`src/rtl/tinychip_pkg.sv`:
```
// Shared types for the register-file write path.
// DATA_W / ADDR_W : register width and register address width (4 x 16 register file).
// wb_entry_t      : one pending register write (destination address plus value).
package tinychip_pkg;
  localparam int DATA_W = 16;
  localparam int ADDR_W = 2;

  typedef struct packed {
    logic [ADDR_W-1:0] addr;
    logic [DATA_W-1:0] data;
  } wb_entry_t;
endpackage

```
`src/rtl/wb_fifo.sv`:
```
// Pending-write circular buffer for the writeback unit.
// Ports:
//   clk, reset          : clock, synchronous active-high reset
//   i_push, i_din       : enqueue one entry (ignored when full)
//   i_pop               : dequeue the head (ignored when empty)
//   o_head              : oldest entry
//   o_count             : occupancy, 0..DEPTH
//   o_rd_ptr            : physical slot of the head, so callers can walk entries by age
//   o_entries, o_valid  : every physical slot and whether it currently holds a pending write
module wb_fifo
  import tinychip_pkg::*;
#(
  parameter  int DEPTH = 4,
  localparam int PTR_W = $clog2(DEPTH),
  localparam int CNT_W = $clog2(DEPTH) + 1
) (
  input  logic                   clk,
  input  logic                   reset,
  input  logic                   i_push,
  input  logic                   i_pop,
  input  wb_entry_t              i_din,
  output wb_entry_t              o_head,
  output logic [CNT_W-1:0]       o_count,
  output logic [PTR_W-1:0]       o_rd_ptr,
  output wb_entry_t [DEPTH-1:0]  o_entries,
  output logic [DEPTH-1:0]       o_valid
);
  wb_entry_t [DEPTH-1:0] r_mem;
  logic [PTR_W-1:0]      r_wr_ptr;
  logic [PTR_W-1:0]      r_rd_ptr;
  logic [CNT_W-1:0]      r_count;
  logic                  w_push;
  logic                  w_pop;

  assign w_push = i_push && (r_count < CNT_W'(DEPTH));
  assign w_pop  = i_pop  && (r_count != '0);

  // Pointers wrap naturally because DEPTH is a power of two.
  always_ff @(posedge clk) begin
    if (reset) begin
      r_wr_ptr <= '0;
      r_rd_ptr <= '0;
      r_count  <= '0;
    end else begin
      if (w_push) r_wr_ptr <= r_wr_ptr + 1'b1;
      if (w_pop)  r_rd_ptr <= r_rd_ptr + 1'b1;
      case ({w_push, w_pop})
        2'b10:   r_count <= r_count + 1'b1;
        2'b01:   r_count <= r_count - 1'b1;
        default: r_count <= r_count;
      endcase
    end
  end

  // Storage needs no reset: slot contents only matter while o_valid says so.
  always_ff @(posedge clk) begin
    if (w_push) r_mem[r_wr_ptr] <= i_din;
  end

  assign o_head    = r_mem[r_rd_ptr];
  assign o_count   = r_count;
  assign o_rd_ptr  = r_rd_ptr;
  assign o_entries = r_mem;

  // A slot is live when its distance from the head is below the occupancy.
  for (genvar j = 0; j < DEPTH; j++) begin : g_vld
    logic [PTR_W-1:0] w_age;
    assign w_age      = PTR_W'(j) - r_rd_ptr;
    assign o_valid[j] = ({1'b0, w_age} < r_count);
  end
endmodule

```
`src/rtl/reg_writeback_unit.sv`:
```
// Write-side front end of the 4x16 register file. Results are queued in wb_fifo and
// drained onto the shared reg1/write/write_data port whenever decode is not reading
// through reg1; if decode hogs reg1 for STALL_MAX cycles with work pending, the next
// cycle forces a drain and raises rd_stall so decode retries. Pending values are
// forwarded to decode on both read ports.
// Ports:
//   clk, reset                       : clock, synchronous active-high reset
//   res_valid/res_ready/res_addr/res_data : result bus (valid/ready handshake)
//   rd_req, rd_addr1, rd_addr2       : decode read request and addresses
//   rd_stall                         : decode's reg1 read was pre-empted this cycle
//   rf_reg1, rf_write, rf_write_data : register file shared port
//   byp_hit1/2, byp_data1/2          : youngest pending value for rd_addr1/2
//   pending                          : FIFO occupancy
module reg_writeback_unit
  import tinychip_pkg::*;
#(
  parameter  int DEPTH     = 4,
  parameter  int STALL_MAX = 3,
  localparam int CNT_W     = $clog2(DEPTH) + 1
) (
  input  logic              clk,
  input  logic              reset,
  input  logic              res_valid,
  output logic              res_ready,
  input  logic [ADDR_W-1:0] res_addr,
  input  logic [DATA_W-1:0] res_data,
  input  logic              rd_req,
  input  logic [ADDR_W-1:0] rd_addr1,
  input  logic [ADDR_W-1:0] rd_addr2,
  output logic              rd_stall,
  output logic [ADDR_W-1:0] rf_reg1,
  output logic              rf_write,
  output logic [DATA_W-1:0] rf_write_data,
  output logic              byp_hit1,
  output logic [DATA_W-1:0] byp_data1,
  output logic              byp_hit2,
  output logic [DATA_W-1:0] byp_data2,
  output logic [CNT_W-1:0]  pending
);
  localparam int PTR_W = $clog2(DEPTH);
  localparam int SC_W  = $clog2(STALL_MAX + 1);

  wb_entry_t             w_head;
  wb_entry_t             w_din;
  wb_entry_t [DEPTH-1:0] w_entries;
  logic [DEPTH-1:0]      w_valid;
  logic [CNT_W-1:0]      w_count;
  logic [PTR_W-1:0]      w_rd_ptr;
  logic                  w_empty;
  logic                  w_forced;
  logic                  w_drain;
  logic                  w_push;
  logic                  w_hit1;
  logic                  w_hit2;
  logic [DATA_W-1:0]     w_data1;
  logic [DATA_W-1:0]     w_data2;
  logic [SC_W-1:0]       r_scnt;

  assign w_empty  = (w_count == '0);
  // Budget exhausted: this cycle the write port wins over decode's read.
  assign w_forced = !reset && !w_empty && rd_req && (r_scnt == SC_W'(STALL_MAX));
  assign w_drain  = !reset && !w_empty && (!rd_req || w_forced);

  // Full blocks enqueue even when a drain frees a slot this same cycle.
  assign res_ready = !reset && (w_count < CNT_W'(DEPTH));
  assign w_push    = res_valid && res_ready;
  assign w_din     = '{addr: res_addr, data: res_data};

  wb_fifo #(.DEPTH(DEPTH)) u_fifo (
    .clk       (clk),
    .reset     (reset),
    .i_push    (w_push),
    .i_pop     (w_drain),
    .i_din     (w_din),
    .o_head    (w_head),
    .o_count   (w_count),
    .o_rd_ptr  (w_rd_ptr),
    .o_entries (w_entries),
    .o_valid   (w_valid)
  );

  always_ff @(posedge clk) begin
    if (reset || w_empty || w_drain) r_scnt <= '0;
    else if (rd_req)                 r_scnt <= r_scnt + 1'b1;
  end

  assign rf_write      = w_drain;
  assign rf_reg1       = w_drain ? w_head.addr : rd_addr1;
  assign rf_write_data = w_drain ? w_head.data : '0;
  assign rd_stall      = w_forced;
  assign pending       = reset ? '0 : w_count;

  // Walk oldest to youngest so the last match is the youngest pending write.
  // The head being drained this cycle is still live; the incoming result is not.
  always_comb begin
    logic [PTR_W-1:0] idx;
    w_hit1  = 1'b0;
    w_hit2  = 1'b0;
    w_data1 = '0;
    w_data2 = '0;
    idx     = '0;
    for (int i = 0; i < DEPTH; i++) begin
      idx = w_rd_ptr + PTR_W'(i);
      if (w_valid[idx] && w_entries[idx].addr == rd_addr1) begin
        w_hit1  = 1'b1;
        w_data1 = w_entries[idx].data;
      end
      if (w_valid[idx] && w_entries[idx].addr == rd_addr2) begin
        w_hit2  = 1'b1;
        w_data2 = w_entries[idx].data;
      end
    end
  end

  assign byp_hit1  = !reset && w_hit1;
  assign byp_hit2  = !reset && w_hit2;
  assign byp_data1 = byp_hit1 ? w_data1 : '0;
  assign byp_data2 = byp_hit2 ? w_data2 : '0;
endmodule

```
`config.mk`:
```
export PLATFORM = sky130hd
export DESIGN_NAME = reg_writeback_unit
export DESIGN_NICKNAME = d
export VERILOG_FILES = /design/src/rtl/tinychip_pkg.sv /design/src/rtl/wb_fifo.sv /design/src/rtl/reg_writeback_unit.sv
export SDC_FILE = /design/constraint.sdc
export NUM_CORES = 1
export LEC_CHECK = 0
export CAP_MARGIN = 30
export CELL_PAD_IN_SITES_DETAIL_PLACEMENT = 1
export CELL_PAD_IN_SITES_GLOBAL_PLACEMENT = 1
export CORE_ASPECT_RATIO = 0.9
export CORE_MARGIN = 3
export CORE_UTILIZATION = 44
export DETAILED_ROUTE_END_ITERATION = 12
export PLACE_DENSITY_LB_ADDON = 0.2
export SLEW_MARGIN = 20
export SYNTH_ARGS = -nofsm -noshare
export SYNTH_HDL_FRONTEND = slang
export SYNTH_HIERARCHICAL = 1
export SYNTH_SLANG_ARGS = --single-unit
```
`constraint.sdc`:
```
create_clock -name clk -period 4.3 [get_ports clk]
set_input_delay 0.43 -clock clk [delete_from_list [all_inputs] [get_ports clk]]
set_output_delay 0.43 -clock clk [all_outputs]
set_load 0.005 [all_outputs]
```
# Yosys cells after proc, flatten, opt, wreduce, memory -nomap -nowiden
# Index checks and enable logic that the tools add are counted.
[word_totals]
ff_bits = 81
input_bits = 26
output_inout_bits = 58
elab_cells = 114
[op_classes]
addsub = 11
n_lt_le_gt_ge = 11
n_eq_ne = 11
muxes = 41
reduce_logical = 28
[op_table]
columns = ["cell", "count"]
rows = [
  ["two-way mux 16 bit", 11],
  ["binary-select mux 18 bit (select 2 bit)", 4],
  ["two-way mux 18 bit", 5],
  ["bitwise mux 72 bit", 1],
  ["demux 18 bit (select 2 bit)", 1],
  ["logical AND 1 bit", 19],
  ["== test 2 bit", 8],
  ["< comparator 2 x 3 -> 1 bit, second input constant", 5],
  ["< comparator 2 x 3 -> 1 bit", 4],
  ["two-way mux 1 bit", 12],
  ["binary-select mux 1 bit (select 2 bit)", 4],
  ["adder 2 x 1 -> 2 bit, second input constant", 3],
  ["case mux 3 bit (2 select lines)", 1],
  ["adder 2 bit, second input constant", 2],
  ["== test 2 bit, second input constant", 2],
  ["subtractor 1 x 2 -> 2 bit, first input constant", 2],
  ["subtractor 2 bit, first input constant", 2],
  ["adder 3 x 1 -> 3 bit, second input constant", 1],
  ["zero test 1 bit", 3],
  ["zero test 3 bit", 1],
  ["logical OR 1 bit", 3],
  ["< comparator 3 bit, second input constant", 1],
  ["two-way mux 3 bit", 1],
  ["nonzero test 3 bit", 1],
  ["5 further kinds", 5],
]

# Longest topological paths before layout
# Gate-level depths: netlist of the first run.
[depth]
ltp_word = 11
mapped_depth = 15
depth_no_buf = 11

# Hierarchy
# The synthesis of the first run kept the hierarchy.
[by_module_without_submodules]
columns = ["mod", "instances", "cells_each", "area_per_inst_um2", "seq_area_each_um2"]
rows = [
  ["reg_writeback_unit", 1, 478, 3349.5, 40.0],
  ["wb_fifo", 1, 157, 3160.5, 2302.2],
]

# Worst setup path before layout of the first run
# No wires, ideal clock.
[synth_path]
path_kind = "register to output"
startpoint = "reg u_fifo.r_rd_ptr[0] (netlist: u_fifo/o_rd_ptr[0])"
endpoint = "out byp_data2[5]"
arrival_ns = 3.286
required_time_ns = 3.870
slack_ns = 0.584
stages_incl_launch_ff = 16
path_buffers = 4
cell_sequence = "dfxtp_1 buf_6 buf_8 xnor2_1 inv_1 ha_1 a21oi_1 or2_2 mux2i_1 nand2b_1 nor3_1 or2_1 clkbuf_1 buf_2 or4_1 a2111oi_1"
[synth_via]
elab_chain_cells = 11
word_cells_on_any_way = 45
classes_between = "7 x add/sub; 4 x order compare; 4 x eq/ne; 25 x mux; 5 x reduce/logical"
[synth_rtl]
columns = ["item", "line", "text"]
rows = [
  ["start, declared", "wb_fifo.sv:30", "logic [PTR_W-1:0] r_rd_ptr;"],
  ["start signal, assigned", "wb_fifo.sv:46", "if (w_pop) r_rd_ptr <= r_rd_ptr + 1'b1;"],
  ["subtractor 1 x 2 -> 2 bit *", "wb_fifo.sv:68", "assign w_age = PTR_W'(j) - r_rd_ptr;"],
  ["< comparator 2 x 3 -> 1 bit *", "wb_fifo.sv:69", "assign o_valid[j] = ({1'b0, w_age} < r_count);"],
  ["via w_valid[0]", "reg_writeback_unit.sv:46", "logic [DEPTH-1:0] w_valid;"],
  ["binary-select mux 1 bit (select 2 bit)", "reg_writeback_unit.sv:108", "if (w_valid[idx] && w_entries[idx].addr == rd_addr2) begin"],
  ["two-way mux 1 bit (implied by the code)", "reg_writeback_unit.sv:108", ""],
  ["logical AND 1 bit", "reg_writeback_unit.sv:108", ""],
  ["two-way mux 1 bit (4 in a row)", "reg_writeback_unit.sv:108", ""],
  ["logical AND 1 bit", "reg_writeback_unit.sv:116", "assign byp_hit2 = !reset && w_hit2;"],
  ["two-way mux 16 bit *", "reg_writeback_unit.sv:118", "assign byp_data2 = byp_hit2 ? w_data2 : '0;"],
  ["end, declared", "reg_writeback_unit.sv:37", "output logic [DATA_W-1:0] byp_data2,"],
]
# The timed path passes the listed nets; every way through them passes the cells marked *. The select of a mux whose other input is x is not followed.

# Final worst setup path of the first run
[layout_path]
startpoint = "reg u_fifo.r_rd_ptr[1] (netlist: u_fifo/o_rd_ptr[1])"
endpoint = "out byp_data2[15]"
[layout_via]
elab_chain_cells = 11
word_cells_on_any_way = 45
classes_between = "7 x add/sub; 4 x order compare; 4 x eq/ne; 25 x mux; 5 x reduce/logical"
[layout_rtl]
columns = ["item", "line"]
rows = [
  ["subtractor 2 bit *", "wb_fifo.sv:68"],
  ["< comparator 2 x 3 -> 1 bit *", "wb_fifo.sv:69"],
  ["via w_valid[3]", "reg_writeback_unit.sv:46"],
  ["binary-select mux 1 bit (select 2 bit)", "reg_writeback_unit.sv:108"],
  ["two-way mux 1 bit (implied by the code)", "reg_writeback_unit.sv:108"],
  ["logical AND 1 bit", "reg_writeback_unit.sv:108"],
  ["two-way mux 1 bit (4 in a row)", "reg_writeback_unit.sv:108"],
  ["logical AND 1 bit", "reg_writeback_unit.sv:116"],
  ["two-way mux 16 bit *", "reg_writeback_unit.sv:118"],
]
# Marked as above.

==> results.toml, run 1 <==
[drt]
drc = 0
postRouteAntennaNets = 0
via_count = 5641
first_pass_iters = 5
drtIter0Drc = 623
postRouteWirelength_um = 21500
via_per_inst = 6.32
wire_per_inst_um = 24.1

[cts]
htree_levels = 3
cts_tree = "built"
clk_latency_ns = 0.34
cts_num_sinks = 81
cts_buffers = 9
ctsHoldBuffers = 0
clockRootBuffer = "clkbuf_16"
clkTransAtPathRegs_ns = 0.05
cts.path.max_buffers = 2

[sta]
finalSetupViolCount = 0
hold_violations = 0
skew_ns = 0.00949
maxSlewViolCount = 0
tightest_slew_ns = 0.833
setup_tns_ns = 0
rsz0062_at_grt = "false"
fin_crit_ns = 4.17
fmaxAchievable_mhz = 240
setup_ws_ns = 0.130
slew_headroom = 0.445
post-route-period-util = 0.970

[cells_and_area]
nets = 732
diodes = 0
area_growth_pct = 22.0
finalInstanceArea_sq_mm = 0.00795
final_layout_size_suffix_gt1_frac = 0.181

[power]
vdd_drop_max_mv = 0.301
p_leak_nw = 2.56
power_density_mw_per_mm2 = 243

[hold_path]
hold_class = "flop to flop"

[global_routing]
grt_max_degree = 115
first_global_vias = 5579
grt_overflow = 0
grt_pass1_wl_um = 33000
track_usage = 0.261
antenna_found_initial = 0

[setup_path]
cpMaxStageDelayCell = "and4bb_4"
critPathBufInv = 2
reg2reg_slack_ns = 1.49
crit_arrival_ns = 3.74
regToRegEndpoint = "u_fifo/o_count[2]$_SDFFE_PP0P_"
cp_num_cells = 11
r2r-start = "u_fifo/o_count[2]$_SDFFE_PP0P_"
rr_worst_depth = 10
cp_max_fo = 17
crit_type = "flop to output port"
crit_start = "u_fifo/o_rd_ptr[1]$_SDFFE_PP0P_"
crit_family = "simple AND/OR/NAND/NOR gates"
crit_path_start_kind = "flop"
crit_path_cell_trace = "inv_1 -> ha_1 -> a21oi_1 -> or2_2 -> mux2_1 -> nand2_1 -> nor3_1 -> or2_4 -> and4bb_4 -> and4b_1 -> clkdlybuf4s50_1"
max_stage_delay_ns = 0.57
endpoint_kind = "output port"
worstPathRequired_ns = 3.87
critPathCapture = "byp_data2[15]"

[place]
place_ws_ns = -0.0792
place_congestion = 0.848
detailed_place_hpwl_um = 15400
placed_cell_area_sq_mm = 0.00746
portBuffers = 83

[yosys]
syn-cell-area_sq_mm = 0.00651
ys_seq_area_frac = 0.360
synthFlopType = "edfxtp_1"
synth_edf_count = 72
synth_area_per_cell_sq_um = 10.3
syn_inst = 635
yosysWarnings = 6
async_flop_share = 0
synth_seq_cells = 81
synth_nets = 672
ys_types = 59

[run_status]
status = "completed"

[die]
dieArea_sq_mm = 0.0163
core_sq_mm = 0.0143
die_h_um = 121
io_pins = 84
rows = 41
initial_core_util = 0.456
dieWidth_um = 134

[run]
drv.max_cap_violation_count = 0
## metal layers
metal  track usage  share of wire  wire [um]  up-vias
li1              -              -          -     2570
met1         0.415           0.50      10900     2859
met2         0.382           0.43       9320      202
met3        0.0336          0.057       1220       10
met4        0.0458         0.0065        139        0
met5             0              0          0        -
## final cells by class
type | count | area [sq um]
clock inverter | 7 | 61.3
timing repair buffer | 108 | 1120
fill | 1581 | 6320
sequential | 81 | 2350
inverter | 10 | 37.5
clock buffer | 9 | 225
multi-input combinational | 485 | 3910
tap | 193 | 241
## Yosys cell counts, drive strengths merged, types with 9 or more instances
cell type,count,area share
o2111a,15,0.026
nor2,67,0.039
a2bb2oi,15,0.020
or4,17,0.020
clkbuf,34,0.020
buf,25,0.028
nor3,9,0.0069
a21oi,40,0.031
xnor2,20,0.027
nand3,15,0.012
mux2i,44,0.070
inv,10,0.0058
o21ai,33,0.025
mux4,18,0.063
ha,10,0.019
o211ai,17,0.020
a2111oi,15,0.028
dfxtp,9,0.028
and2,22,0.021
edfxtp,72,0.33
o221a,15,0.026
mux2,35,0.061
nand2,38,0.022
## placed cells by master (no fill, tap or decap), types with 16 or more instances in the layout
| master | synthesis | routed |
|---|---|---|
| a21oi_1 | 40 | 39 |
| and2_1 | 22 | 22 |
| buf_4 | 1 | 18 |
| clkdlybuf4s50_1 | 0 | 68 |
| edfxtp_1 | 72 | 72 |
| mux2_2 | 34 | 34 |
| mux2i_1 | 42 | 40 |
| mux4_2 | 16 | 16 |
| nand2_1 | 38 | 37 |
| nor2_1 | 67 | 67 |
| o211ai_1 | 17 | 17 |
| o21ai_0 | 33 | 33 |
| or4_1 | 16 | 16 |
| xnor2_1 | 20 | 19 |
## registers in the layout, indices dropped and copies added (netlist names)
register and flops:
u_fifo/r_wr_ptr 2, r_scnt 2, u_fifo/o_entries 72, u_fifo/o_count 3
u_fifo/o_rd_ptr 2
## metrics by stage
step	util	total power, mW	instances	hold slack [ns]
2_1_floorplan	-	1.06	635	0.396
3_3_place_gp	0.522	1.17	870	0.407
3_5_place_dp	0.523	1.18	872	0.413
4_1_cts	0.550	1.93	889	0.420
5_1_grt	0.557	1.98	893	0.439
6_report	0.557	1.93	893	0.415
## repair_timing
item,4_1_cts,5_1_grt
pin swaps,0,0
setup buffers,0,0
gates cloned,1,0
endpoints found under the setup margin,17,8
gates resized for setup,27,8
## worst min-delay path by stage
stage / start / endpoint / depth (start not counted)
6_report: r_scnt[0]$_SDFFE_PP0P_ / r_scnt[0]$_SDFFE_PP0P_ / 1
5_1_grt: r_scnt[0]$_SDFFE_PP0P_ / r_scnt[0]$_SDFFE_PP0P_ / 1
4_1_cts: r_scnt[0]$_SDFFE_PP0P_ / r_scnt[0]$_SDFFE_PP0P_ / 1
3_5_place_dp: r_scnt[0]$_SDFFE_PP0P_ / r_scnt[0]$_SDFFE_PP0P_ / 1
3_3_place_gp: r_scnt[0]$_SDFFE_PP0P_ / r_scnt[0]$_SDFFE_PP0P_ / 1
2_1_floorplan: r_scnt[0]$_SDFFE_PP0P_ / r_scnt[0]$_SDFFE_PP0P_ / 1
## power breakdown
part	total, mW	switching (mW)	leakage (nW)	internal, mW
combinational	0.289	0.162	1.68	0.127
sequential	0.892	0.0163	0.728	0.876
clock	0.747	0.303	0.144	0.443
## cell families (layout without fill, tap and decap cells)
group                      count (synthesis)  count (layout)  synth area share
adders and majority gates                 11              11            0.0223
buffers and inverters                     69             134            0.0532
and+or+nand+nor                          193             193             0.146
xor gates and xnor gates                  22              22            0.0296
DFF                                       81              81             0.360
muxes                                     97              97             0.194
AOI/OAI and AO/OA                        162             162             0.195
Note: power is estimated with default switching activity, not from simulation.
==> run 2, diff against run 1 <==
CORE_UTILIZATION = 48   (was 44)
PLACE_DENSITY_LB_ADDON = 0.1   (was 0.2)
clock period = 4.8 ns   (was 4.3 ns; I/O delays follow)
==> results.toml, run 2 (same netlist as run 1, synthesis figures left out) <==
[run_status]
status = "completed"

[global_routing]
antenna_found_initial = 0
track_usage = 0.312
grt_max_degree = 108
first_global_vias = 5601
grt_overflow = 0
grt_pass1_wl_um = 35100

[place]
placed_cell_area_sq_mm = 0.00743
place_congestion = 0.826
detailed_place_hpwl_um = 16600
portBuffers = 83

[drt]
postRouteWirelength_um = 22900
first_pass_iters = 6
dr_wl_met2_um = 9920
via_count = 5822
wire_per_inst_um = 26.6
wl_met1_um = 10700
top_layer_used = "met4"
wl_met3_um = 1910
drtIter0Drc = 666
drc = 0
via_per_inst = 6.77
postRouteAntennaNets = 0

[setup_path]
endpoint_kind = "output port"
max_stage_delay_ns = 0.59
cp_max_fo = 16
worstPathRequired_ns = 4.32
crit_path_cell_trace = "xnor2_2 -> inv_1 -> ha_1 -> a21oi_1 -> or2_2 -> mux2i_2 -> nand2b_1 -> nor3_1 -> or2_4 -> or4_1 -> a2111oi_0 -> clkdlybuf4s50_1"
cpMaxStageDelayCell = "clkdlybuf4s50_1"
crit_type = "flop to output port"
crit_arrival_ns = 4.16
crit_path_start_kind = "flop"

[die]
rows = 39
dieWidth_um = 129
io_pins = 84
initial_core_util = 0.502
die_h_um = 116
dieArea_sq_mm = 0.0150
core_sq_mm = 0.0130

[hold_path]
hold_class = "flop to flop"

[power]
power_density_mw_per_mm2 = 222
clkPwrFrac = 0.388
p_int_mw = 1.29
design_power_total_mw = 1.73
power_frac_seq = 0.464
pwr-share-comb = 0.148
swShare = 0.254
p_leak_nw = 2.36
vdd_drop_max_mv = 0.274
switching_power_mw = 0.440

[cts]
cts_buffers = 9
htree_levels = 3
clk_latency_ns = 0.34
cts.path.max_buffers = 2
cts_tree = "built"
clockRootBuffer = "clkbuf_16"
clkTransAtPathRegs_ns = 0.06
ctsHoldBuffers = 0
cts_num_sinks = 81

[sta]
slew_headroom = 0.480
tightest_slew_ns = 0.780
finalSetupViolCount = 0
fmaxAchievable_mhz = 215
skew_ns = 0.00595
maxSlewViolCount = 0
timing.hold.ws_ns = 0.434
hold_violations = 0
post-route-period-util = 0.968
fin_crit_ns = 4.64

[cells_and_area]
largest_reg_flops = 72
finalInstanceArea_sq_mm = 0.00778
area_growth_pct = 19.5
nets = 728
final_common_cell = "clkdlybuf4s50_1"
layout_common_cells = "clkdlybuf4s50_1, edfxtp_1, nor2_1, mux2i_1, a21oi_1"
diodes = 0
final_layout_size_suffix_gt1_frac = 0.167

[run]
drv.max_cap_violation_count = 0
[run 2: cell count changes in the layout (fill, tap and decap cells not counted), moves of 2 or more]
cell,delta
dlygate4sd2_1,-10
clkinv_2,-3
clkinv_1,+2
buf_16,-2
dlymetal6s2s_1,-5
a2111oi_2,-3
clkdlybuf4s50_1,+15
a2111oi_0,+2
buf_4,-3
[run 2: layer usage]
| layer | vias up | global-route usage |
|---|---|---|
| met5 | - | 0 |
| met4 | 0 | 0.0644 |
| met3 | 28 | 0.0508 |
| met2 | 293 | 0.460 |
| met1 | 2942 | 0.486 |
| li1 | 2559 | - |
[run 2: area by class of cell]
cell class              count  area, sq um
fillers                  1353         5200
multi-input cells         485         3860
flip-flops and latches     81         2350
repair buffers            104         1040
clock buffers               9          225
well taps                 164          205
clock inverters             7         61.3
inverters                  10         37.5
[run 2: path summary, 6_finish.rpt]
check | from | endpoint | slack [ns] | cells past startpoint
worst max register to register | u_fifo/o_count[2]$_SDFFE_PP0P_ | u_fifo/o_count[2]$_SDFFE_PP0P_ | 1.77 | 9
worst min register to register | r_scnt[0]$_SDFFE_PP0P_ | r_scnt[0]$_SDFFE_PP0P_ | 0.43 | 1
worst max-delay path | u_fifo/o_rd_ptr[1]$_SDFFE_PP0P_ | byp_data2[4] | 0.16 | 12
worst min-delay path | r_scnt[0]$_SDFFE_PP0P_ | r_scnt[0]$_SDFFE_PP0P_ | 0.43 | 1
[run 2: what timing repair did]
item | CTS | global route
setup buffers | 0 | 0
setup endpoints to repair | 12 | 32
resized for setup | 3 | 8
endpoints found under the hold margin | 0 | 0
cloned | 0 | 0
[run 2: power groups by stage]
| stage | logic, mW | registers [mW] | clock network, mW |
|---|---|---|---|
| floorplan | 0.144 | 0.809 | 0 |
| global placement | 0.229 | 0.811 | 0 |
| detailed placement | 0.244 | 0.815 | 0 |
| CTS | 0.250 | 0.801 | 0.679 |
| global route | 0.276 | 0.803 | 0.709 |
| finish | 0.257 | 0.802 | 0.671 |
[run 2: critical path: cells and delay by family (launching register included)]
| kind | cells | cell delay (ns) |
|---|---|---|
| buffers and inverters | 2 | 0.69 |
| AOI/OAI and AO/OA | 2 | 0.49 |
| xor gates and xnor gates | 1 | 0.24 |
| adders and majority gates | 1 | 0.29 |
| muxes | 1 | 0.28 |
| and+or+nand+nor | 5 | 1.47 |
| DFF | 1 | 0.37 |
[run 2: through the flow]
stage,util,TNS (ns),instances,setup slack [ns]
after global placement,0.568,0,838,0.634
after floorplan,-,0,635,1.03
after detailed placement,0.573,0,843,0.267
final,0.599,0,860,0.156
after global routing,0.599,-0.00839,860,-0.00839
after CTS,0.596,0,859,0.0471
==> run 3, diff against run 2 <==
CORE_UTILIZATION = 55   (was 48)
DONT_BUFFER_PORTS = 1   (was default)
RECOVER_POWER = 100   (was default)
SLEW_MARGIN = default   (was 20)
==> results.toml, run 3 (same netlist as run 1, synthesis figures left out) <==
[run_status]
status = "completed"

[drt]
drtIter0Drc = 754
postRouteWirelength_um = 21000
via_per_inst = 7.04
postRouteAntennaNets = 0
via_count = 5407
wire_per_inst_um = 27.4
first_pass_iters = 5
drc = 0

[die]
die_h_um = 109
io_pins = 84
core_sq_mm = 0.0115
rows = 37
dieWidth_um = 121
initial_core_util = 0.567
dieArea_sq_mm = 0.0132

[setup_path]
crit_arrival_ns = 4.13
worstPathRequired_ns = 4.32
crit_type = "flop to output port"
cp_max_fo = 23
endpoint_kind = "output port"
crit_path_start_kind = "flop"

[global_routing]
grt_pass1_wl_um = 31800
track_usage = 0.317
grt_overflow = 0
antenna_found_initial = 0
first_global_vias = 5077
grt_max_degree = 76

[cells_and_area]
multi_input_area_sq_mm = 0.00380
fillCellCount = 1262
final_common_cell = "edfxtp_1"
finalInstanceArea_sq_mm = 0.00683
largest_reg_flops = 72
diodes = 0
regArea_sq_mm = 0.00235
nets = 644
area_growth_pct = 4.96
layout_common_cells = "edfxtp_1, nor2_1, mux2i_1, a21oi_1, nand2_1"
final_layout_size_suffix_gt1_frac = 0.157

[place]
portBuffers = 0
placed_cell_area_sq_mm = 0.00656
place_congestion = 0.962
place_ws_ns = 0.500
detailed_place_hpwl_um = 14900

[sta]
slew_headroom = 0.0771
fmaxAchievable_mhz = 217
setup_tns_ns = 0
tightest_slew_ns = 1.38
finalSetupViolCount = 0
setup_ws_ns = 0.186
maxSlewViolCount = 0
post-route-period-util = 0.961
hold_violations = 0
fin_crit_ns = 4.61
skew_ns = 0.00960

[cts]
htree_levels = 3
ctsHoldBuffers = 0
cts_num_sinks = 81
clk_latency_ns = 0.33
cts_tree = "built"
postCtsSetupRepairBufs = 0
clockRootBuffer = "clkbuf_16"
cts_resized = 0
cts.path.max_buffers = 2
cts_buffers = 9
clkTransAtPathRegs_ns = 0.06

[power]
power_density_mw_per_mm2 = 240
p_leak_nw = 2.01
design_power_total_mw = 1.64
vdd_drop_max_mv = 0.323

[run]
drv.max_cap_violation_count = 0

[hold_path]
hold_class = "input port to flop"
-- run 3: area by class of cell --
| cell class | count | area share |
|---|---|---|
| Sequential cell | 81 | 0.344 |
| Multi-Input combinational cell | 485 | 0.556 |
| Clock inverter | 5 | 0.00678 |
| Inverter | 10 | 0.00549 |
| Tap cell | 156 | 0.0286 |
| Clock buffer | 11 | 0.0341 |
| Timing Repair Buffer | 20 | 0.0247 |
-- run 3: path summary, 6_finish.rpt --
check | slack [ns] | start | cells after the start | to
max | 0.19 | u_fifo/o_rd_ptr[1]$_SDFFE_PP0P_ | 12 | byp_data2[1]
min | 0.22 | reset | 1 | u_fifo/r_wr_ptr[1]$_SDFFE_PP0P_
max reg2reg | 1.94 | u_fifo/o_count[2]$_SDFFE_PP0P_ | 5 | u_fifo/o_entries[32]$_DFFE_PP_
min reg2reg | 0.43 | r_scnt[0]$_SDFFE_PP0P_ | 1 | r_scnt[0]$_SDFFE_PP0P_
-- run 3: metrics by stage --
stage | instances | util | hold slack (ns)
2_1_floorplan | 635 | - | 0.396
3_3_place_gp | 746 | 0.568 | 0.405
3_5_place_dp | 749 | 0.571 | 0.426
4_1_cts | 765 | 0.595 | 0.206
5_1_grt | 768 | 0.595 | 0.207
6_report | 768 | 0.595 | 0.216
-- run 3: metal layers --
metal | up-vias | share of wire | track usage | routed length [um]
met3 | 25 | 0.094 | 0.0669 | 1990
met4 | 0 | 0.012 | 0.0639 | 250
met1 | 2698 | 0.46 | 0.497 | 9650
li1 | 2391 | - | - | -
met5 | - | 0 | 0 | 0
met2 | 293 | 0.43 | 0.450 | 9140
-- run 3: critical path: stages, from the launching register on --
cell,delay (ns)
dfxtp_4,0.57
xnor2_1,0.22
inv_1,0.09
ha_1,0.29
a21oi_1,0.07
or2_2,0.29
mux2i_1,0.28
nand2b_1,0.23
nor3_1,0.09
or2_1,0.42
or4_1,0.56
a2111oi_1,0.49
buf_4,0.20
-- run 3: power by group --
part	total, mW	switching [mW]	internal (mW)	leakage (nW)
clock network	0.652	0.255	0.397	0.136
registers	0.803	0.0177	0.786	0.728
logic	0.185	0.115	0.0698	1.15
total	1.64	0.389	1.25	2.01
